### config.mk
export PLATFORM = sky130hd
export DESIGN_NAME = pipe_hazard_ctrl_flat
export DESIGN_NICKNAME = d
export VERILOG_FILES = /design/src/rtl/pipe_hazard_ctrl_pkg.sv /design/src/rtl/pipe_hazard_ctrl_if.sv /design/src/rtl/pipe_hazard_ctrl_hazard_cmp.sv /design/src/rtl/pipe_hazard_ctrl.sv /design/src/flat_wrapper.sv
export SDC_FILE = /design/constraint.sdc
export NUM_CORES = 1
export LEC_CHECK = 0
export BUFFER_PORTS_ARGS = -buffer_cell sky130_fd_sc_hd__buf_2
export CORE_MARGIN = 10
export CORE_UTILIZATION = 53
export DETAILED_ROUTE_END_ITERATION = 7
export PLACE_DENSITY = 0.9
export SLEW_MARGIN = 20
export SYNTH_ARGS = -nofsm -noshare
export SYNTH_HDL_FRONTEND = slang
export SYNTH_SLANG_ARGS = --single-unit
### constraint.sdc
create_clock -name clk -period 3.5 [get_ports clk]
set_input_delay 0.7 -clock clk [delete_from_list [all_inputs] [get_ports clk]]
set_output_delay 0.7 -clock clk [all_outputs]
set_load 0.02 [all_outputs]
### src/rtl/pipe_hazard_ctrl_pkg.sv
// Shared encodings for the pipeline hazard controller: stall-vector bit
// positions, stall patterns and sequencer states.
package pipe_hazard_ctrl_pkg;

  localparam int STALL_PC  = 0;
  localparam int STALL_IF  = 1;
  localparam int STALL_ID  = 2;
  localparam int STALL_EX  = 3;
  localparam int STALL_MEM = 4;
  localparam int STALL_WB  = 5;

  // Each pattern holds every stage up to and including the named one
  localparam logic [5:0] StallNone = 6'b000000;
  localparam logic [5:0] StallId   = 6'b000111;
  localparam logic [5:0] StallEx   = 6'b001111;
  localparam logic [5:0] StallMem  = 6'b011111;

  typedef enum logic {
    StIdle   = 1'b0,
    StMcBusy = 1'b1
  } state_e;

endpackage

### src/rtl/pipe_hazard_ctrl_if.sv
// Pipeline-side bundle of the hazard controller: decode/EX/MEM status in,
// stall/flush/redirect out. Perf-counter outputs exist only with PERF_CNT_EN.
interface pipe_hazard_ctrl_if #(
  parameter int MC_CNT_W = 4
`ifdef PERF_CNT_EN
  , parameter int PERF_W = 32
`endif
);

  logic                id_reg1_read_i;
  logic [4:0]          id_reg1_addr_i;
  logic                id_reg2_read_i;
  logic [4:0]          id_reg2_addr_i;
  logic                ex_is_load_i;
  logic [4:0]          ex_write_addr_i;
  logic                ex_branch_i;
  logic [31:0]         ex_branch_target_i;
  logic                ex_mc_start_i;
  logic [MC_CNT_W-1:0] ex_mc_len_i;
  logic                mem_stall_req_i;
  logic [5:0]          stall_o;
  logic                flush_o;
  logic [31:0]         new_pc_o;
  logic                busy_o;
`ifdef PERF_CNT_EN
  logic [PERF_W-1:0]   stall_cycles_o;
  logic [PERF_W-1:0]   flush_count_o;
`endif

  modport master (
    output id_reg1_read_i, id_reg1_addr_i, id_reg2_read_i, id_reg2_addr_i,
           ex_is_load_i, ex_write_addr_i, ex_branch_i, ex_branch_target_i,
           ex_mc_start_i, ex_mc_len_i, mem_stall_req_i,
    input  stall_o, flush_o, new_pc_o, busy_o
`ifdef PERF_CNT_EN
    , input stall_cycles_o, flush_count_o
`endif
  );

  modport slave (
    input  id_reg1_read_i, id_reg1_addr_i, id_reg2_read_i, id_reg2_addr_i,
           ex_is_load_i, ex_write_addr_i, ex_branch_i, ex_branch_target_i,
           ex_mc_start_i, ex_mc_len_i, mem_stall_req_i,
    output stall_o, flush_o, new_pc_o, busy_o
`ifdef PERF_CNT_EN
    , output stall_cycles_o, flush_count_o
`endif
  );

endinterface

### src/rtl/pipe_hazard_ctrl_hazard_cmp.sv
// Load-use comparator: flags an ID source register that matches the rd of a
// load in EX. x0 never matches; kept separate so a forwarding unit can reuse it.
module pipe_hazard_ctrl_hazard_cmp (
  input  logic       reg1_read,
  input  logic [4:0] reg1_addr,
  input  logic       reg2_read,
  input  logic [4:0] reg2_addr,
  input  logic       ex_is_load,
  input  logic [4:0] ex_write_addr,
  output logic       hazard
);

  assign hazard = ex_is_load && (ex_write_addr != 5'd0) &&
                  ((reg1_read && (reg1_addr == ex_write_addr)) ||
                   (reg2_read && (reg2_addr == ex_write_addr)));

endmodule

### src/rtl/pipe_hazard_ctrl.sv
// Stall/flush sequencer for the 5-stage pipeline. Optional perf counters are
// enabled by defining PERF_CNT_EN.
module pipe_hazard_ctrl
  import pipe_hazard_ctrl_pkg::*;
#(
  parameter int MC_CNT_W = 4
`ifdef PERF_CNT_EN
  , parameter int PERF_W = 32
`endif
) (
  input  logic             clk,
  input  logic             rst,
  pipe_hazard_ctrl_if.slave bus
);

  localparam logic [MC_CNT_W-1:0] McOne = MC_CNT_W'(1);

  state_e              state;
  logic [MC_CNT_W-1:0] mc_cnt;
  logic                branch_pend;
  logic [31:0]         pend_pc;

  logic                load_use;
  logic                blocked;
  logic                mc_stall;
  logic                flush;
  logic [31:0]         flush_pc;
  logic [5:0]          stall_vec;
  logic [MC_CNT_W-1:0] eff_len;

  pipe_hazard_ctrl_hazard_cmp u_hazard_cmp (
    .reg1_read     (bus.id_reg1_read_i),
    .reg1_addr     (bus.id_reg1_addr_i),
    .reg2_read     (bus.id_reg2_read_i),
    .reg2_addr     (bus.id_reg2_addr_i),
    .ex_is_load    (bus.ex_is_load_i),
    .ex_write_addr (bus.ex_write_addr_i),
    .hazard        (load_use)
  );

  assign eff_len = (bus.ex_mc_len_i == '0) ? McOne : bus.ex_mc_len_i;

  // A fresh branch in EX wins over an older pending one when both are ready
  always_comb begin
    blocked  = bus.mem_stall_req_i || (state == StMcBusy);
    mc_stall = (state == StMcBusy) || bus.ex_mc_start_i;
    flush    = !blocked && (bus.ex_branch_i || branch_pend);
    flush_pc = bus.ex_branch_i ? bus.ex_branch_target_i : pend_pc;
    if (bus.mem_stall_req_i)       stall_vec = StallMem;
    else if (mc_stall)             stall_vec = StallEx;
    else if (load_use && !flush)   stall_vec = StallId;
    else                           stall_vec = StallNone;
  end

  always_comb begin
    bus.stall_o  = StallNone;
    bus.flush_o  = 1'b0;
    bus.new_pc_o = '0;
    bus.busy_o   = 1'b0;
    if (rst) begin
      bus.stall_o  = stall_vec;
      bus.flush_o  = flush;
      bus.new_pc_o = flush ? flush_pc : '0;
      bus.busy_o   = |stall_vec;
    end
  end

  // The start cycle itself stalls, so the counter covers the remaining L-1
  always_ff @(posedge clk) begin
    if (!rst) begin
      state       <= StIdle;
      mc_cnt      <= '0;
      branch_pend <= 1'b0;
      pend_pc     <= '0;
    end else begin
      case (state)
        StIdle: begin
          if (bus.ex_mc_start_i && !bus.mem_stall_req_i && (eff_len > McOne)) begin
            mc_cnt <= eff_len - McOne;
            state  <= StMcBusy;
          end
        end
        StMcBusy: begin
          if (!bus.mem_stall_req_i) begin
            if (mc_cnt <= McOne) begin
              mc_cnt <= '0;
              state  <= StIdle;
            end else begin
              mc_cnt <= mc_cnt - McOne;
            end
          end
        end
        default: state <= StIdle;
      endcase

      if (bus.ex_branch_i && blocked) begin
        pend_pc     <= bus.ex_branch_target_i;
        branch_pend <= 1'b1;
      end else if (flush) begin
        branch_pend <= 1'b0;
      end
    end
  end

`ifdef PERF_CNT_EN
  logic [PERF_W-1:0] stall_cycles;
  logic [PERF_W-1:0] flush_count;

  // Saturating counters: they stick at all-ones rather than wrap
  always_ff @(posedge clk) begin
    if (!rst) begin
      stall_cycles <= '0;
      flush_count  <= '0;
    end else begin
      if (bus.busy_o && (stall_cycles != '1))
        stall_cycles <= stall_cycles + PERF_W'(1);
      if (bus.flush_o && (flush_count != '1))
        flush_count <= flush_count + PERF_W'(1);
    end
  end

  assign bus.stall_cycles_o = stall_cycles;
  assign bus.flush_count_o  = flush_count;
`endif

endmodule

### src/flat_wrapper.sv
// flat-port wrapper written by rule: the top's interface ports become plain ports
module pipe_hazard_ctrl_flat import pipe_hazard_ctrl_pkg::*;
#(
  parameter int MC_CNT_W = 4

)
  (clk, rst, bus_id_reg1_read_i, bus_id_reg1_addr_i, bus_id_reg2_read_i, bus_id_reg2_addr_i, bus_ex_is_load_i, bus_ex_write_addr_i, bus_ex_branch_i, bus_ex_branch_target_i, bus_ex_mc_start_i, bus_ex_mc_len_i, bus_mem_stall_req_i, bus_stall_o, bus_flush_o, bus_new_pc_o, bus_busy_o);
  pipe_hazard_ctrl_if #(.MC_CNT_W(MC_CNT_W)) bus_i ();
  input  logic clk;
  input  logic rst;
  input wire logic [$bits(bus_i.id_reg1_read_i)-1:0] bus_id_reg1_read_i;
  input wire logic [$bits(bus_i.id_reg1_addr_i)-1:0] bus_id_reg1_addr_i;
  input wire logic [$bits(bus_i.id_reg2_read_i)-1:0] bus_id_reg2_read_i;
  input wire logic [$bits(bus_i.id_reg2_addr_i)-1:0] bus_id_reg2_addr_i;
  input wire logic [$bits(bus_i.ex_is_load_i)-1:0] bus_ex_is_load_i;
  input wire logic [$bits(bus_i.ex_write_addr_i)-1:0] bus_ex_write_addr_i;
  input wire logic [$bits(bus_i.ex_branch_i)-1:0] bus_ex_branch_i;
  input wire logic [$bits(bus_i.ex_branch_target_i)-1:0] bus_ex_branch_target_i;
  input wire logic [$bits(bus_i.ex_mc_start_i)-1:0] bus_ex_mc_start_i;
  input wire logic [$bits(bus_i.ex_mc_len_i)-1:0] bus_ex_mc_len_i;
  input wire logic [$bits(bus_i.mem_stall_req_i)-1:0] bus_mem_stall_req_i;
  output wire logic [$bits(bus_i.stall_o)-1:0] bus_stall_o;
  output wire logic [$bits(bus_i.flush_o)-1:0] bus_flush_o;
  output wire logic [$bits(bus_i.new_pc_o)-1:0] bus_new_pc_o;
  output wire logic [$bits(bus_i.busy_o)-1:0] bus_busy_o;
  assign bus_i.id_reg1_read_i = bus_id_reg1_read_i;
  assign bus_i.id_reg1_addr_i = bus_id_reg1_addr_i;
  assign bus_i.id_reg2_read_i = bus_id_reg2_read_i;
  assign bus_i.id_reg2_addr_i = bus_id_reg2_addr_i;
  assign bus_i.ex_is_load_i = bus_ex_is_load_i;
  assign bus_i.ex_write_addr_i = bus_ex_write_addr_i;
  assign bus_i.ex_branch_i = bus_ex_branch_i;
  assign bus_i.ex_branch_target_i = bus_ex_branch_target_i;
  assign bus_i.ex_mc_start_i = bus_ex_mc_start_i;
  assign bus_i.ex_mc_len_i = bus_ex_mc_len_i;
  assign bus_i.mem_stall_req_i = bus_mem_stall_req_i;
  assign bus_stall_o = bus_i.stall_o;
  assign bus_flush_o = bus_i.flush_o;
  assign bus_new_pc_o = bus_i.new_pc_o;
  assign bus_busy_o = bus_i.busy_o;
  pipe_hazard_ctrl #(.MC_CNT_W(MC_CNT_W)) u_core (.clk(clk), .rst(rst), .bus(bus_i));
endmodule
==> impl_metrics.json, run 1 <==
{
  "synthArstFlopShare": 0,
  "crit_type": "in -> out",
  "htree_levels": 2,
  "diodes": 0,
  "clockBufferDepth": 2,
  "pwr-share-comb": 0.236,
  "vdd_drop_max_mv": 0.224,
  "drt_wl_total_mm": 6.18,
  "wl_per_cell_um": 14.4,
  "drcViolationCount": 0,
  "fin_ws_ns": 0.704,
  "synth_area_sq_um": 2550,
  "r2r_start": "u_core.state$_SDFF_PN0_",
  "period_share": 0.799,
  "port_buffers": 97,
  "vias": 2250,
  "grt_overflow_total": 0,
  "p_sw_frac": 0.288,
  "drtIter0Drc": 90,
  "maxSlewViolCount": 0,
  "first_pass_iters": 4,
  "wl_met2_mm": 3.06,
  "rsz0062_at_grt": "false",
  "cts_tree": "yes",
  "grt_max_degree": 43,
  "synth_edf_count": 0,
  "cts_root_buf": "clkbuf_8",
  "power_frac_clock": 0.329,
  "tightest_slew_ns": 0.896,
  "top_level_ports": 99,
  "syn-num-nets": 352,
  "cts_resized": 0,
  "hold_viol": 0,
  "required_ns": 2.80,
  "pwr_density_cell_nw_per_um2": 354,
  "top_layer": "met4",
  "drive_gt1_frac": 0.382,
  "seq_power_share": 0.435,
  "critPathLaunchType": "input pin",
  "grt_pass1_vias": 2275,
  "clk_latency_ns": 0.28,
  "syn_inst": 289,
  "dominantRegCellSynth": "dfxtp_1",
  "yosys_warnings": 0,
  "synth_seq_area_share": 0.298,
  "tns_ns": 0,
  "antenna_found_initial": 0,
  "avgSynthCellArea_sq_um": 8.83,
  "slew_headroom": 0.403,
  "grt_use_total": 0.157,
  "numCtsBuffers": 5,
  "ctsHoldBuffers": 0,
  "p_int_uw": 776,
  "cp-end-kind": "output port",
  "clock_sinks": 38,
  "hold_path.class": "reg -> reg",
  "place_congestion": 0.808,
  "layout_common_cells": "buf_2, nand2_1, dfxtp_1, mux2i_1, a21boi_1",
  "dp_hpwl_mm": 4.82,
  "maxCapViolCount": 0,
  "grt_pass1_wl_mm": 10.1,
  "period_needed_ns": 2.80,
  "ys_ff_latch": 38,
  "initial_utilization": 0.544,
  "met3_length_um": 527,
  "postRouteAntennaNets": 0,
  "dieWidth_um": 89.4,
  "wl_met1_mm": 2.53,
  "cp_max_fo": 35,
  "areaGrowthSynthToFinish_pct": 20.5,
  "ys_types": 43,
  "startpoint": "bus_ex_branch_i",
  "cts_setup_buffers": 0,
  "place_worst_setup_slack_ns": 0.719,
  "cp.arrival_ns": 2.10,
  "clk_pin_slew_ns": 0.07,
  "p_leak_uw": 0.00141,
  "die_h_um": 89.4,
  "skew_ns": 0.00754,
  "die_area_sq_um": 7990,
  "drt-vias-per-instance": 5.26,
  "status": "finished clean",
  "switchingPower_uw": 313,
  "mostFrequentLayoutCell": "buf_2",
  "rows": 25,
  "min_from": "u_core.pend_pc[3]$_SDFFE_PN0P_",
  "fmax_mhz": 358,
  "core_sq_um": 4690,
  "layout.nets": 436,
  "finalSetupViolations": 0
}
-- path summary, 6_finish.rpt --
path / end / slack (ns) / cells past startpoint
worst max register to register: u_core.pend_pc[7]$_SDFFE_PN0P_ / 1.81 / 4
worst min register to register: u_core.pend_pc[3]$_SDFFE_PN0P_ / 0.45 / 2
worst max-delay path: bus_stall_o[0] / 0.70 / 6
worst min-delay path: u_core.pend_pc[3]$_SDFFE_PN0P_ / 0.45 / 2
-- per-stage QoR --
stage          hold WS, ns  cell area [sq um]  instances  utilization  total power [uW]
2_1_floorplan        0.434               2550        289            -               670
3_3_place_gp         0.439               2970        420        0.632               733
3_5_place_dp         0.444               2970        420        0.632               743
4_1_cts              0.454               3070        428        0.655              1100
5_1_grt              0.481               3070        428        0.655              1150
6_report             0.452               3070        428        0.655              1090
-- worst max-delay path, stage by stage --
cell and delay (ns):
buf_2 0.11, buf_4 0.29, o21ai_0 0.35, o2111ai_1 0.18, o21bai_1 0.23, buf_2 0.20
-- routing by layer --
metal,vias to the layer above,track usage
met2,84,0.275
met4,0,0.0462
li1,1136,-
met5,-,0
met1,1022,0.173
met3,8,0.0583
-- final cells by class --
type	instances	area, sq um
clock inverters	1	30.0
repair buffers	101	515
fillers	422	1620
multi-input cells	220	1600
inverters	7	26.3
flip-flops and latches	38	761
clock buffers	7	76.3
well taps	54	67.6
-- logic make-up (layout without fill, tap and decap cells) --
group / count (synthesis) / count (layout) / synth area share
mux: 32 / 32 / 0.126
buf+inv: 31 / 116 / 0.0804
xor+xnor: 11 / 11 / 0.0378
other cells: 1 / 1 / 0.00147
simple gates: 116 / 116 / 0.271
flops: 38 / 38 / 0.298
fa+ha+maj: 4 / 4 / 0.0196
compound gates: 56 / 56 / 0.166
-- cells in the mapped netlist, types with 2 or more instances --
master	n	area share
a21boi_1	32	0.094
a31o_1	2	0.0069
and2_1	2	0.0049
and3_1	2	0.0049
buf_12	3	0.024
buf_2	11	0.022
buf_4	5	0.015
clkbuf_1	4	0.0059
dfxtp_1	38	0.30
ha_1	4	0.020
inv_1	5	0.0074
inv_2	2	0.0029
mux2i_1	32	0.13
nand2_1	66	0.097
nor2_1	6	0.0088
nor2_4	29	0.13
nor3_1	2	0.0039
nor4_1	2	0.0049
o211a_1	2	0.0078
o21ai_0	4	0.0078
o21ai_1	2	0.0039
o21bai_1	2	0.0059
o31ai_1	2	0.0059
or2_1	2	0.0049
xnor2_1	3	0.010
xor2_1	8	0.027
-- sequential cells by signal (all words and copies together), names as in the netlist --
| name | flops |
|---|---|
| u_core.mc_cnt | 4 |
| u_core.state | 1 |
| u_core.branch_pend | 1 |
| u_core.pend_pc | 32 |
-- power groups by stage --
stage | Sequential (uW) | Combinational [uW] | Clock, uW
6_report | 474 | 257 | 358
4_1_cts | 473 | 260 | 371
2_1_floorplan | 478 | 192 | 0
5_1_grt | 477 | 284 | 391
3_5_place_dp | 483 | 259 | 0
3_3_place_gp | 482 | 251 | 0
Note: power is estimated with default switching activity, not from simulation.
==> run 2, diff against run 1 <==
Settings changed: ABC_AREA set to 1, CORE_UTILIZATION 53 to 44, PLACE_DENSITY 0.9 to 0.81.
Clock period 3.5 ns to 2.5 ns, I/O delays scaled along.
==> run 2 against run 1 <==
- register-to-register slack got worse by 0.85 ns
- sequential share of layout area rose by 1.1 points
- critical path type unchanged
- routed wire length rose by 9.4%
==> impl_metrics.json, run 2 <==
{
  "drcViolationCount": 0,
  "multi_input_area_sq_um": 1390,
  "first_pass_iters": 4,
  "period_needed_ns": 2.22,
  "synth_common_cells": "nand2_1, nor2_1, o21ai_0, dfxtp_1, a21oi_2",
  "initial_utilization": 0.464,
  "maxCapViolCount": 0,
  "cp_max_fo": 35,
  "yosys.area_share.simple": 0.340,
  "syn-num-nets": 446,
  "rows": 26,
  "hold_viol": 0,
  "synth_top_family_by_area": "simple AND/OR/NAND/NOR gates",
  "required_ns": 2.00,
  "tightest_slew_ns": 0.501,
  "fillers": 537,
  "port_buffers": 97,
  "p_leak_uw": 0.00148,
  "tns_ns": 0,
  "clk_pin_slew_ns": 0.07,
  "top_regs": "u_core.pend_pc x32, u_core.mc_cnt x4",
  "synth_compound_area_frac": 0.210,
  "vias": 2577,
  "layout_common_cells": "nand2_1, buf_2, nor2_1, o21ai_0, dfxtp_1",
  "synthMuxAreaShare": 0,
  "critPathLaunchType": "input pin",
  "numCtsBuffers": 5,
  "synthAdderAreaFrac": 0.0207,
  "fin_cells": 536,
  "status": "finished clean",
  "ys_types": 26,
  "synth_area_leader_cell": "dfxtp_1",
  "synth_xor_area_frac": 0.00363,
  "areaGrowthSynthToFinish_pct": 22.0,
  "grt_max_degree": 40,
  "layout.nets": 530,
  "die_h_um": 94.1,
  "pwr_density_cell_nw_per_um2": 494,
  "wl_per_cell_um": 12.6,
  "grt_pass1_vias": 2600,
  "post-place-cells": 530,
  "clockBufferDepth": 2,
  "dominantRegCellSynth": "dfxtp_1",
  "finalSetupViolations": 0,
  "rsz0062_at_grt": "false",
  "crit_type": "in -> out",
  "place_congestion": 0.885,
  "synth_edf_count": 0,
  "synth_area_sq_um": 2420,
  "grt_overflow_total": 0,
  "ys_ff_latch": 38,
  "regArea_sq_um": 761,
  "fmax_mhz": 451,
  "drt-vias-per-instance": 4.81,
  "cts_tree": "yes",
  "yosysMostFrequentCell": "nand2_1",
  "vdd_drop_max_mv": 0.298,
  "maxSlewViolCount": 0,
  "die_area_sq_um": 8850,
  "synthArstFlopShare": 0,
  "clk_latency_ns": 0.28,
  "avgSynthCellArea_sq_um": 6.31,
  "synthTopCellsByArea": "dfxtp_1, nand2_1, nor2_1, a21oi_2, o21ai_0",
  "dieWidth_um": 94.1,
  "period_share": 0.886,
  "cts_root_buf": "clkbuf_8",
  "drtIter0Drc": 147,
  "grt_pass1_wl_mm": 11.3,
  "top_level_ports": 99,
  "cp-end-kind": "output port",
  "diodes": 0,
  "syn_inst": 383,
  "yosysTopAreaCellShare": 0.315,
  "postRouteAntennaNets": 0,
  "clock_sinks": 38,
  "largest_register_ffs": 32,
  "drt_wl_total_mm": 6.77,
  "htree_levels": 2,
  "antenna_found_initial": 0,
  "slew_headroom": 0.666,
  "skew_ns": 0.00244,
  "synth_seq_area_share": 0.315,
  "yosys_warnings": 0,
  "mostFrequentLayoutCell": "nand2_1",
  "grt_use_total": 0.151,
  "dp_hpwl_mm": 5.11,
  "top_register": "u_core.pend_pc",
  "core_sq_um": 5200,
  "hold_path.class": "in -> reg",
  "cts_setup_buffers": 0,
  "cp.arrival_ns": 1.72,
  "drive_gt1_frac": 0.313
}
## run 2: cell types whose count changed after synthesis, sizes merged, moves of 3 or more
cell / previous run / this run
a21boi: 32 / 0
a21oi: 2 / 36
buf: 20 / 15
clkbuf: 4 / 8
inv: 7 / 30
mux2i: 32 / 0
nand2: 66 / 108
nand3: 0 / 7
nor2: 35 / 87
o21ai: 6 / 43
o31ai: 3 / 0
xor2: 8 / 0
## run 2: what timing repair did
| action | 4_1_cts | 5_1_grt |
|---|---|---|
| hold endpoints to repair | 0 | 0 |
| endpoints found under the setup margin | 0 | 22 |
| gates resized for setup | 0 | 2 |
| hold buffers | 0 | 0 |
## run 2: metal layers
metal / wire length (um) / track usage / vias to the layer above / share of wire
li1: - / - / 1363 / -
met1: 2910 / 0.172 / 1140 / 0.43
met2: 3420 / 0.270 / 66 / 0.51
met3: 362 / 0.0400 / 8 / 0.053
met4: 74 / 0.0418 / 0 / 0.011
met5: 0 / 0 / - / 0
## run 2: final timing paths
path	start	to	slack [ns]	cells after the start
worst max-delay path	bus_ex_branch_i	bus_new_pc_o[10]	0.28	7
worst min-delay path	bus_ex_branch_target_i[7]	u_core.pend_pc[7]$_SDFFE_PN0P_	0.48	3
worst max register to register	u_core.mc_cnt[0]$_SDFFE_PN0P_	u_core.mc_cnt[1]$_SDFFE_PN0P_	0.96	7
worst min register to register	u_core.pend_pc[14]$_SDFFE_PN0P_	u_core.pend_pc[14]$_SDFFE_PN0P_	0.48	2
## run 2: critical path, stage by stage
cell     delay (ns)
buf_2          0.11
buf_4          0.25
inv_1          0.09
buf_4          0.32
nand2_1        0.12
a21oi_2        0.14
buf_2          0.18
## run 2: kinds of logic after synthesis
group / after synthesis
XOR/XNOR: 1
flip-flops: 38
AND/OR/NAND/NOR: 207
other: 1
adder cells (fa/ha/maj): 4
AO/OA/AOI/OAI: 79
buffers and inverters: 53
## run 2: layout make-up
type | instances | area share
Timing Repair Buffer | 100 | 0.172
Inverter | 30 | 0.0399
Sequential cell | 38 | 0.258
Clock buffer | 6 | 0.0280
Multi-Input combinational cell | 292 | 0.472
Tap cell | 70 | 0.0297
## run 2: power breakdown
group	switching, uW	internal, uW
registers	27.8	655
clock network	192	213
logic	236	134
## run 2: metrics by stage
stage	area, sq um	hold WS [ns]	worst slack (ns)	total power, uW	util
2_1_floorplan	2420	0.454	0.415	957	-
3_3_place_gp	2860	0.461	0.198	1050	0.550
3_5_place_dp	2860	0.474	0.180	1070	0.550
4_1_cts	2950	0.470	0.0534	1470	0.566
5_1_grt	2950	0.488	0.153	1560	0.566
6_report	2950	0.479	0.284	1460	0.566
